--- src/rtl/seg_pkg.sv ---
// Shared types and widths for the segment display write arbiter.
package seg_pkg;

    typedef enum logic [1:0] {
        IDLE = 2'd0,
        XFER = 2'd1,
        GAPW = 2'd2
    } state_t;

    localparam int DISP_W = 5;
    localparam int NIB_W  = 4;

endpackage

--- src/rtl/rr_pick.sv ---
// Round-robin priority encoder: first set request at or after the pointer.
module rr_pick #(
    parameter int N  = 2,
    parameter int IW = 1
) (
    input  logic [N-1:0]  i_req,
    input  logic [IW-1:0] i_ptr,
    output logic [IW-1:0] o_idx,
    output logic          o_found
);

    int w_dist;
    int w_best;

    // Smallest forward distance from the pointer wins; distance wraps at N.
    always_comb begin
        o_idx   = '0;
        o_found = 1'b0;
        w_dist  = 0;
        w_best  = N;
        for (int c = 0; c < N; c++) begin
            w_dist = c - int'(i_ptr);
            if (w_dist < 0) w_dist = w_dist + N;
            if (i_req[c] && (w_dist < w_best)) begin
                w_best  = w_dist;
                o_idx   = IW'(c);
                o_found = 1'b1;
            end
        end
    end

endmodule

--- src/rtl/seg_wr_arbiter.sv ---
// Burst-atomic round-robin arbiter for the 6-digit display write port.
module seg_wr_arbiter
    import seg_pkg::*;
#(
    parameter int NREQ      = 2,
    parameter int GAP       = 3,
    parameter int MAX_BURST = 6,
    parameter int TIMEOUT   = 255,
    localparam int IW       = (NREQ > 1) ? $clog2(NREQ) : 1
) (
    input  logic                    clk,
    input  logic                    rstn,
    input  logic [NREQ-1:0]         req_valid,
    input  logic [NIB_W*NREQ-1:0]   req_data,
    input  logic [NREQ-1:0]         req_last,
    output logic [NREQ-1:0]         req_ready,
    output logic [DISP_W-1:0]       disp_wr,
    output logic                    busy,
    output logic [IW-1:0]           gnt_id,
    output logic                    abort
);

    localparam int GW = (GAP > 0) ? $clog2(GAP + 1) : 1;

    state_t            r_state, w_state;
    logic [IW-1:0]     r_ptr, w_ptr;
    logic [IW-1:0]     r_gnt, w_gnt;
    logic [3:0]        r_beat, w_beat;
    logic [GW-1:0]     r_gap, w_gap;
    logic [7:0]        r_to, w_to;
    logic              r_rel, w_rel;
    logic [DISP_W-1:0] r_disp, w_disp;
    logic              r_abort, w_abort;

    logic [IW-1:0]     w_idx;
    logic              w_found;
    logic              w_hs;
    logic              w_release;
    logic [IW-1:0]     w_nptr;
    logic [NIB_W-1:0]  w_nib;

    rr_pick #(.N(NREQ), .IW(IW)) u_pick (
        .i_req   (req_valid),
        .i_ptr   (r_ptr),
        .o_idx   (w_idx),
        .o_found (w_found)
    );

    assign w_hs   = (r_state == XFER) && req_valid[r_gnt];
    assign w_nib  = req_data[r_gnt*NIB_W +: NIB_W];
    assign w_nptr = (r_gnt == IW'(NREQ - 1)) ? '0 : r_gnt + 1'b1;

    always_comb begin
        req_ready = '0;
        if (r_state == XFER) req_ready[r_gnt] = 1'b1;
    end

    always_comb begin
        w_state   = r_state;
        w_ptr     = r_ptr;
        w_gnt     = r_gnt;
        w_beat    = r_beat;
        w_gap     = r_gap;
        w_to      = r_to;
        w_rel     = r_rel;
        w_disp    = '0;
        w_abort   = 1'b0;
        w_release = 1'b0;
        unique case (r_state)
            IDLE: begin
                if (w_found) begin
                    w_gnt   = w_idx;
                    w_beat  = '0;
                    w_to    = '0;
                    w_state = XFER;
                end
            end
            XFER: begin
                if (w_hs) begin
                    w_disp = {1'b1, w_nib};
                    w_beat = r_beat + 4'd1;
                    w_to   = '0;
                    if (req_last[r_gnt] ||
                        (r_beat == 4'(MAX_BURST - 1))) begin
                        w_release = 1'b1;
                    end else if (GAP > 0) begin
                        w_state = GAPW;
                        w_gap   = GW'(GAP);
                        w_rel   = 1'b0;
                    end
                end else if (r_to == 8'(TIMEOUT - 1)) begin
                    w_release = 1'b1;
                    w_abort   = 1'b1;
                end else begin
                    w_to = r_to + 8'd1;
                end
            end
            GAPW: begin
                w_gap = r_gap - GW'(1);
                if (r_gap == GW'(1)) w_state = r_rel ? IDLE : XFER;
            end
            default: w_state = IDLE;
        endcase
        // One release path so last and burst limit never double-advance.
        if (w_release) begin
            w_ptr  = w_nptr;
            w_beat = '0;
            if (GAP > 0) begin
                w_state = GAPW;
                w_gap   = GW'(GAP);
                w_rel   = 1'b1;
            end else begin
                w_state = IDLE;
            end
        end
    end

    always_ff @(posedge clk) begin
        if (!rstn) begin
            r_state <= IDLE;
            r_ptr   <= '0;
            r_gnt   <= '0;
            r_beat  <= '0;
            r_gap   <= '0;
            r_to    <= '0;
            r_rel   <= 1'b0;
            r_disp  <= '0;
            r_abort <= 1'b0;
        end else begin
            r_state <= w_state;
            r_ptr   <= w_ptr;
            r_gnt   <= w_gnt;
            r_beat  <= w_beat;
            r_gap   <= w_gap;
            r_to    <= w_to;
            r_rel   <= w_rel;
            r_disp  <= w_disp;
            r_abort <= w_abort;
        end
    end

    assign disp_wr = r_disp;
    assign abort   = r_abort;
    assign busy    = (r_state != IDLE);
    assign gnt_id  = r_gnt;

endmodule

--- config.mk ---
export PLATFORM = sky130hd
export DESIGN_NAME = seg_wr_arbiter
export DESIGN_NICKNAME = d
export VERILOG_FILES = /design/src/rtl/seg_pkg.sv /design/src/rtl/rr_pick.sv /design/src/rtl/seg_wr_arbiter.sv
export SDC_FILE = /design/constraint.sdc
export NUM_CORES = 1
export LEC_CHECK = 0
export CELL_PAD_IN_SITES_DETAIL_PLACEMENT = 0
export CELL_PAD_IN_SITES_GLOBAL_PLACEMENT = 1
export CORE_AREA = 8 8 82 55
export CTS_CLUSTER_DIAMETER = 30
export DETAILED_ROUTE_END_ITERATION = 10
export DIE_AREA = 0 0 90 63
export DONT_BUFFER_PORTS = 1
export PLACE_DENSITY_LB_ADDON = 0.08
export SLEW_MARGIN = 15
export SYNTH_ARGS = -nofsm -noshare
export SYNTH_HDL_FRONTEND = slang
export SYNTH_SLANG_ARGS = --single-unit
--- constraint.sdc ---
create_clock -name clk -period 2.3 [get_ports clk]
set_clock_uncertainty 0.1 [all_clocks]
set_input_delay 0.115 -clock clk [delete_from_list [all_inputs] [get_ports clk]]
set_output_delay 0.115 -clock clk [all_outputs]
set_load 0.05 [all_outputs]
# [After elaboration in Yosys (flattened, before gate mapping)]
# Cells that the tools add are included.
[classes] n_addsub=8 magnitude_cmp=6 eq_ne=15 n_shift=1 mux=41 n_bitwise=2 n_reduce_logical=22
[ops] cell="32-bit two-way mux" n=3
[ops] cell="32-bit by 3-bit adder with 32-bit output (second input constant)" n=2
[ops] cell="32-bit by 1-bit < comparator with 1-bit output (second input constant)" n=2
[ops] cell="32-bit by 3-bit < comparator with 1-bit output (second input constant)" n=1
[ops] cell="32-bit < comparator" n=1
[ops] cell="8-bit two-way mux" n=3
[ops] cell="1-bit two-way mux" n=18
[ops] cell="2-bit two-way mux" n=9
[ops] cell="8-bit case mux with 2 select lines" n=1
[ops] cell="3-bit AND reduction" n=5
[ops] cell="3-bit inequality test (second input constant)" n=4
[ops] cell="8-bit by 1-bit adder with 8-bit output (second input constant)" n=1
[ops] cell="8-bit == test (second input constant)" n=1
[ops] cell="4-bit two-way mux" n=2
[ops] cell="2-bit inequality test (second input constant)" n=4
[ops] cell="4-bit case mux with 2 select lines" n=1
[ops] cell="4-bit AND reduction" n=2
[ops] cell="2-bit nonzero test" n=4
[ops] cell="8-bit by 4-bit indexed part select with 4-bit output" n=1
[ops] cell="2-bit case mux with 3 select lines" n=1
[ops] cell="5-bit two-way mux" n=1
[ops] cell="4-bit by 1-bit adder with 4-bit output (second input constant)" n=1
[ops] cell="2-bit by 1-bit == test with 1-bit output (second input constant)" n=2
[ops] cell="4-bit by 3-bit == test with 1-bit output (second input constant)" n=1
[ops] cell="18 further kinds" n=24
[totals] reg_bits=25 input_bits=14

# [Logic depth before layout (Yosys ltp)]
[logic_depth] word_depth=12 depth_mapped=7 mapped_depth_nobuf=6

# [Modules after synthesis]
# Synthesis repeated with hierarchy kept, for this count alone.
[hier_totals] cells_unflattened=157 area_unflattened_um2=1368.8
[modules_own_cells] mod="seg_wr_arbiter" n_inst=1 cells_per_inst=154 area_each_um2=1351.3
[modules_own_cells] mod="rr_pick" n_inst=1 cells_per_inst=3 area_each_um2=17.5

# [Worst setup path before layout]
# OpenSTA, ideal clock, no wires.
[synth_timing] path_type="reg-to-reg" start="register r_gnt, in the netlist gnt_id" end="register r_to[3]" setup_ns=0.075 arrival_ns=1.946 setup_slack_ns=0.179 path_stages_with_launch=6 synth_period_minus_slack_ns=2.121 path_cell_list="dfxtp_1 > buf_6 > mux2i_4 > nand2_2 > or4b_1 > o22ai_1"
[synth_between] elab_chain_cells=5 word_cells_on_any_way=7 cone_classes="eq/ne (1); mux (4); reduce/logical (2)"
[synth_lines] element="from (decl)" line_no="seg_wr_arbiter.sv:27" text="logic [IW-1:0] r_gnt, w_gnt;"
[synth_lines] element="from (signal assigned)" line_no="seg_wr_arbiter.sv:132" text="r_gnt <= w_gnt;"
[synth_lines] element="1-bit two-way mux (not written as such) * (2 in series)" line_no="seg_wr_arbiter.sv:49" text="assign w_hs = (r_state == XFER) && req_valid[r_gnt];"
[synth_lines] element="1-bit logical AND *" line_no="seg_wr_arbiter.sv:49"
[synth_lines] element="3-bit inequality test (no source line) / 8-bit two-way mux (equally long branches)"
[synth_lines] element="3-bit AND reduction (no source line) / 8-bit case mux with 2 select lines (equally long branches)"
[synth_lines] element="to (signal assigned)" line_no="seg_wr_arbiter.sv:135" text="r_to <= w_to;"
[synth_lines] element="to (decl)" line_no="seg_wr_arbiter.sv:30" text="logic [7:0] r_to, w_to;"
# Every way passes the cells marked *; elsewhere a longest branch is shown, timed or not. The select of a mux whose other input is x is not followed.
# A chain may end at the register's enable or synchronous reset.

# [Worst setup path in the final report]
[layout_timing] start="register r_state[1]" end="register r_to[6]"
[layout_between] elab_chain_cells=4 word_cells_on_any_way=9 cone_classes="eq/ne (3); mux (2); reduce/logical (4)"
[layout_lines] element="from (decl)" line_no="seg_wr_arbiter.sv:25" text="state_t r_state, w_state;"
[layout_lines] element="from (signal assigned)" line_no="seg_wr_arbiter.sv:130" text="r_state <= w_state;"
[layout_lines] element="2-bit by 1-bit == test with 1-bit output" line_no="seg_wr_arbiter.sv:49, seg_wr_arbiter.sv:69"
[layout_lines] element="1-bit logical AND" line_no="seg_wr_arbiter.sv:49"
[layout_lines] element="3-bit inequality test (no source line) / 8-bit two-way mux (equally long branches)"
[layout_lines] element="3-bit AND reduction (no source line) / 8-bit case mux with 2 select lines (equally long branches)"
# Parallel ways exist; a longest one is shown, timed or not.

==> flow_results.org <==
** GRT
- Via count of the first global-routing pass :: 1272
- Initial antenna violation count :: 0
- Across every metal layer, demand over resource in global routing totals 0.136.
- Global-route wire length before repair :: 6.41 mm
- Grt total ovfl :: 0
- Entering global routing, the biggest net connects 14 pins.

** Clocking
- Number of clock sinks seen by CTS :: 25
- TritonCTS built the clock tree.
- Later-pin clock latency in the skew report :: around 0.27 ns
- Post-CTS setup-driven buffer insertion count :: 0
- Root cell of the clock tree :: clkbuf_8
- The longest clock path from root to sink contains 2 buffers.
- CTS buffer count :: 3
- Clock slew seen by the registers of the worst setup and hold paths :: ~0.09 ns
- CTS built an H-tree with a depth of 1.

** Route
- In the routed design, unresolved DRC markers number 0.
- The pre-antenna-repair detailed-routing pass consisted of 4 iterations.
- Average vias per placed instance :: about 5.5
- Wires add up to 3.77 mm.
- The detail route stage leaves a number of antenna-violating nets equal to 0.
- First DRT Iteration DRCs :: 57
- Per-cell routed wire length :: 16.1 um
- Count of vias placed by the detailed router :: 1283

** Timing
- Setup violations remaining at the end of the flow were counted as 0.
- Of the available clock period, the critical path in the final layout requires 0.918.
- Final Hold Violating Endpoints :: 0
- In the final timing run, aggregate negative setup slack is 0 ns.
- For the pin with the worst max-slew slack, the measured transition is 0.489 ns.
- The number of max-slew violations in the final report is 0.
- Measured against its own limit, the worst slew margin works out to 0.674.
- Hold Worst Slack :: 0.0189 ns
- RSZ-0062 raised after global routing :: false
- The routed design could run at a clock period as short as 2.11 ns.
- Based on the critical path, the design can be clocked at up to 474 MHz.
- Setup slack closes at 0.189 ns.

** Logic synthesis
- The mapped netlist covers 1460 sq um.
- Flip-flop and latch count after synthesis :: 25
- Ranked by total cell area, the synthesized netlist is headed by dfxtp_1 (34%), ha_1 (9.4%), mux2i_1 (4.1%), a21oi_1 (3.4%), nor2_1 (3.3%).
- The number of nets handed over by synthesis was 190.
- Yosys mapped a number of flops with a built-in enable equal to 0.
- In the synthesized netlist the dominant register cell turns out to be dfxtp_1.
- Averaged over all synthesized cells, the footprint is roughly 9 sq um.
- Share of the synthesized area in the top cell type :: 0.342
- Proportion of synthesized chip area in sequential cells :: 0.342
- The netlist uses 49 different library cells.
- The biggest area contributor in the post-synthesis netlist is dfxtp_1.
- For this run, asynchronously set or reset flops after synthesis account for 0.
- Post-synthesis cell count :: 165
- Warnings from Yosys :: 0
- The most common cell in the synthesized netlist is dfxtp_1.
- Top cells by count, synth :: dfxtp_1 (25), nor2_1 (13), inv_1 (12)

** Floorplan
- The die is 63 um tall.
- Area of the die :: 5670 sq um
- Placeable Area :: 3400 sq um
- During I/O placement, the number of pins put on the boundary was 24.
- Die X-Extent :: approximately 90 um
- Total number of placement rows :: 17
- Starting density of the core :: 0.430

** Power and ir drop
- Of the total power, the clock network draws 0.159.
- The internal portion of the total power is 0.948 mW.
- The share of total power dissipated in sequential elements is 0.335.
- Switching power of the nets :: 0.728 mW
- Static Leakage :: 0.651 nW
- Power density normalized to cell area :: just under 1000 nW/um^2
- IR analysis of the VDD net gives a maximum drop of 0.510 mV.
- Combinational cell fraction of total power :: 0.506
- Fraction of power spent switching nets :: 0.434

** Layout
- Finished Cell Area :: 1740 sq um
- 0 antenna diodes ended up in the layout.
- Fraction of final layout cells sized beyond drive strength 1 :: 0.118
- Relative to the synthesized area, the layout overhead comes to 18.6%.
- Post-layout net count :: approximately 210

** Worst setup path
- Type of destination of the critical path :: register
- At the worst endpoint, the required time is 2.41 ns.
- Along the worst path, the maximum fanout reaches 11.
- For the worst setup path, the data arrival time is 2.22 ns.
- By startpoint and endpoint, the worst setup path is classified as register to register.
- Critical path launch point type :: register

** Place
- Post-detail-place hpwl :: ~2.8 mm
- Placed standard-cell area :: between 1500 and 2000 sq um
- Number of port buffers :: 0
- Worst slack after detailed placement :: ~0.22 ns
- GPL Wtd Cong :: 0.876

** Outcome
- The flow ran to the end, and the final reports show no timing, DRC or antenna violations.

** Hold path
- In this run the worst hold path is classified as input pin to register.

** Run
- Max-cap violations in this run came to 0.
==> layout make-up <==
cell class / count / area [sq um]
clock buffer: 4 / 45.0
fill: 335 / 1670
inverter: 12 / 45.0
multi-input combinational: 123 / 886
sequential: 25 / 500
tap: 47 / 58.8
timing repair buffer: 23 / 200
==> power groups by stage <==
| stage | clock network (mW) | registers, mW | logic, mW |
|---|---|---|---|
| floorplan | 0 | 0.567 | 0.581 |
| global placement | 0 | 0.569 | 0.798 |
| detailed placement | 0 | 0.571 | 0.816 |
| CTS | 0.270 | 0.561 | 0.845 |
| global route | 0.295 | 0.569 | 0.935 |
| finish | 0.267 | 0.561 | 0.848 |
==> layer usage <==
layer / vias to the layer above / routed length [um] / GRT usage / share of wire
met4: 0 / 20 / 0.0186 / 0.0053
met2: 13 / 1750 / 0.223 / 0.47
met5: - / 0 / 0 / 0
li1: 648 / - / - / -
met3: 4 / 88 / 0.0324 / 0.023
met1: 618 / 1900 / 0.179 / 0.51
==> layout by cell type (no fill, tap or decap), types with 5 or more instances in the layout <==
cell type,Yosys,layout
nor2_1,13,13
dlygate4sd3_1,0,11
ha_1,11,11
a21oi_1,10,10
dfxtp_1,25,25
nand3_1,9,9
inv_1,12,12
nand2_1,9,9
mux2i_1,6,6
a211oi_1,5,5
buf_4,1,12
==> registers in the layout (all words and copies together), names as in the netlist <==
name,count
r_rel,1
r_state,2
r_beat,4
abort,1
r_ptr,1
r_to,8
gnt_id,1
r_gap,2
disp_wr,5
==> through the flow <==
| stage | total power [mW] | cells | utilization |
|---|---|---|---|
| after floorplan | 1.15 | 165 | - |
| after global placement | 1.37 | 219 | 0.464 |
| after detailed placement | 1.39 | 219 | 0.464 |
| after CTS | 1.68 | 234 | 0.510 |
| after global routing | 1.80 | 234 | 0.510 |
| final | 1.68 | 234 | 0.510 |
==> final timing paths <==
path                    to  depth (start not counted)  startpoint  slack, ns
setup / recovery   r_to[6]                          6  r_state[1]       0.19
hold / removal      gnt_id                          2        rstn       0.02
setup reg to reg   r_to[6]                          6  r_state[1]       0.19
hold reg to reg   r_gap[0]                          1    r_gap[0]       0.39
==> cells by family (layout without fill, tap and decap cells) <==
logic type / count (synthesis) / in the layout / synth area share
compound gates: 39 / 39 / 0.186
xor+xnor: 2 / 2 / 0.0120
fa+ha+maj: 11 / 11 / 0.0941
buf+inv: 17 / 39 / 0.0522
flops: 25 / 25 / 0.342
mux: 9 / 9 / 0.0744
simple gates: 62 / 62 / 0.239
==> critical path, stage by stage (launching register included) <==
cell and delay [ns]:
dfxtp_1 0.34, inv_1 0.13, ha_1 0.40, o21ai_1 0.23
buf_4 0.23, or4_1 0.46, a21oi_1 0.15
==> timing repair <==
action	in CTS	in global routing
resized for setup	0	0
hold buffers	11	0
endpoints found under the hold margin	15	0
Note: power is estimated with default switching activity, not from simulation.
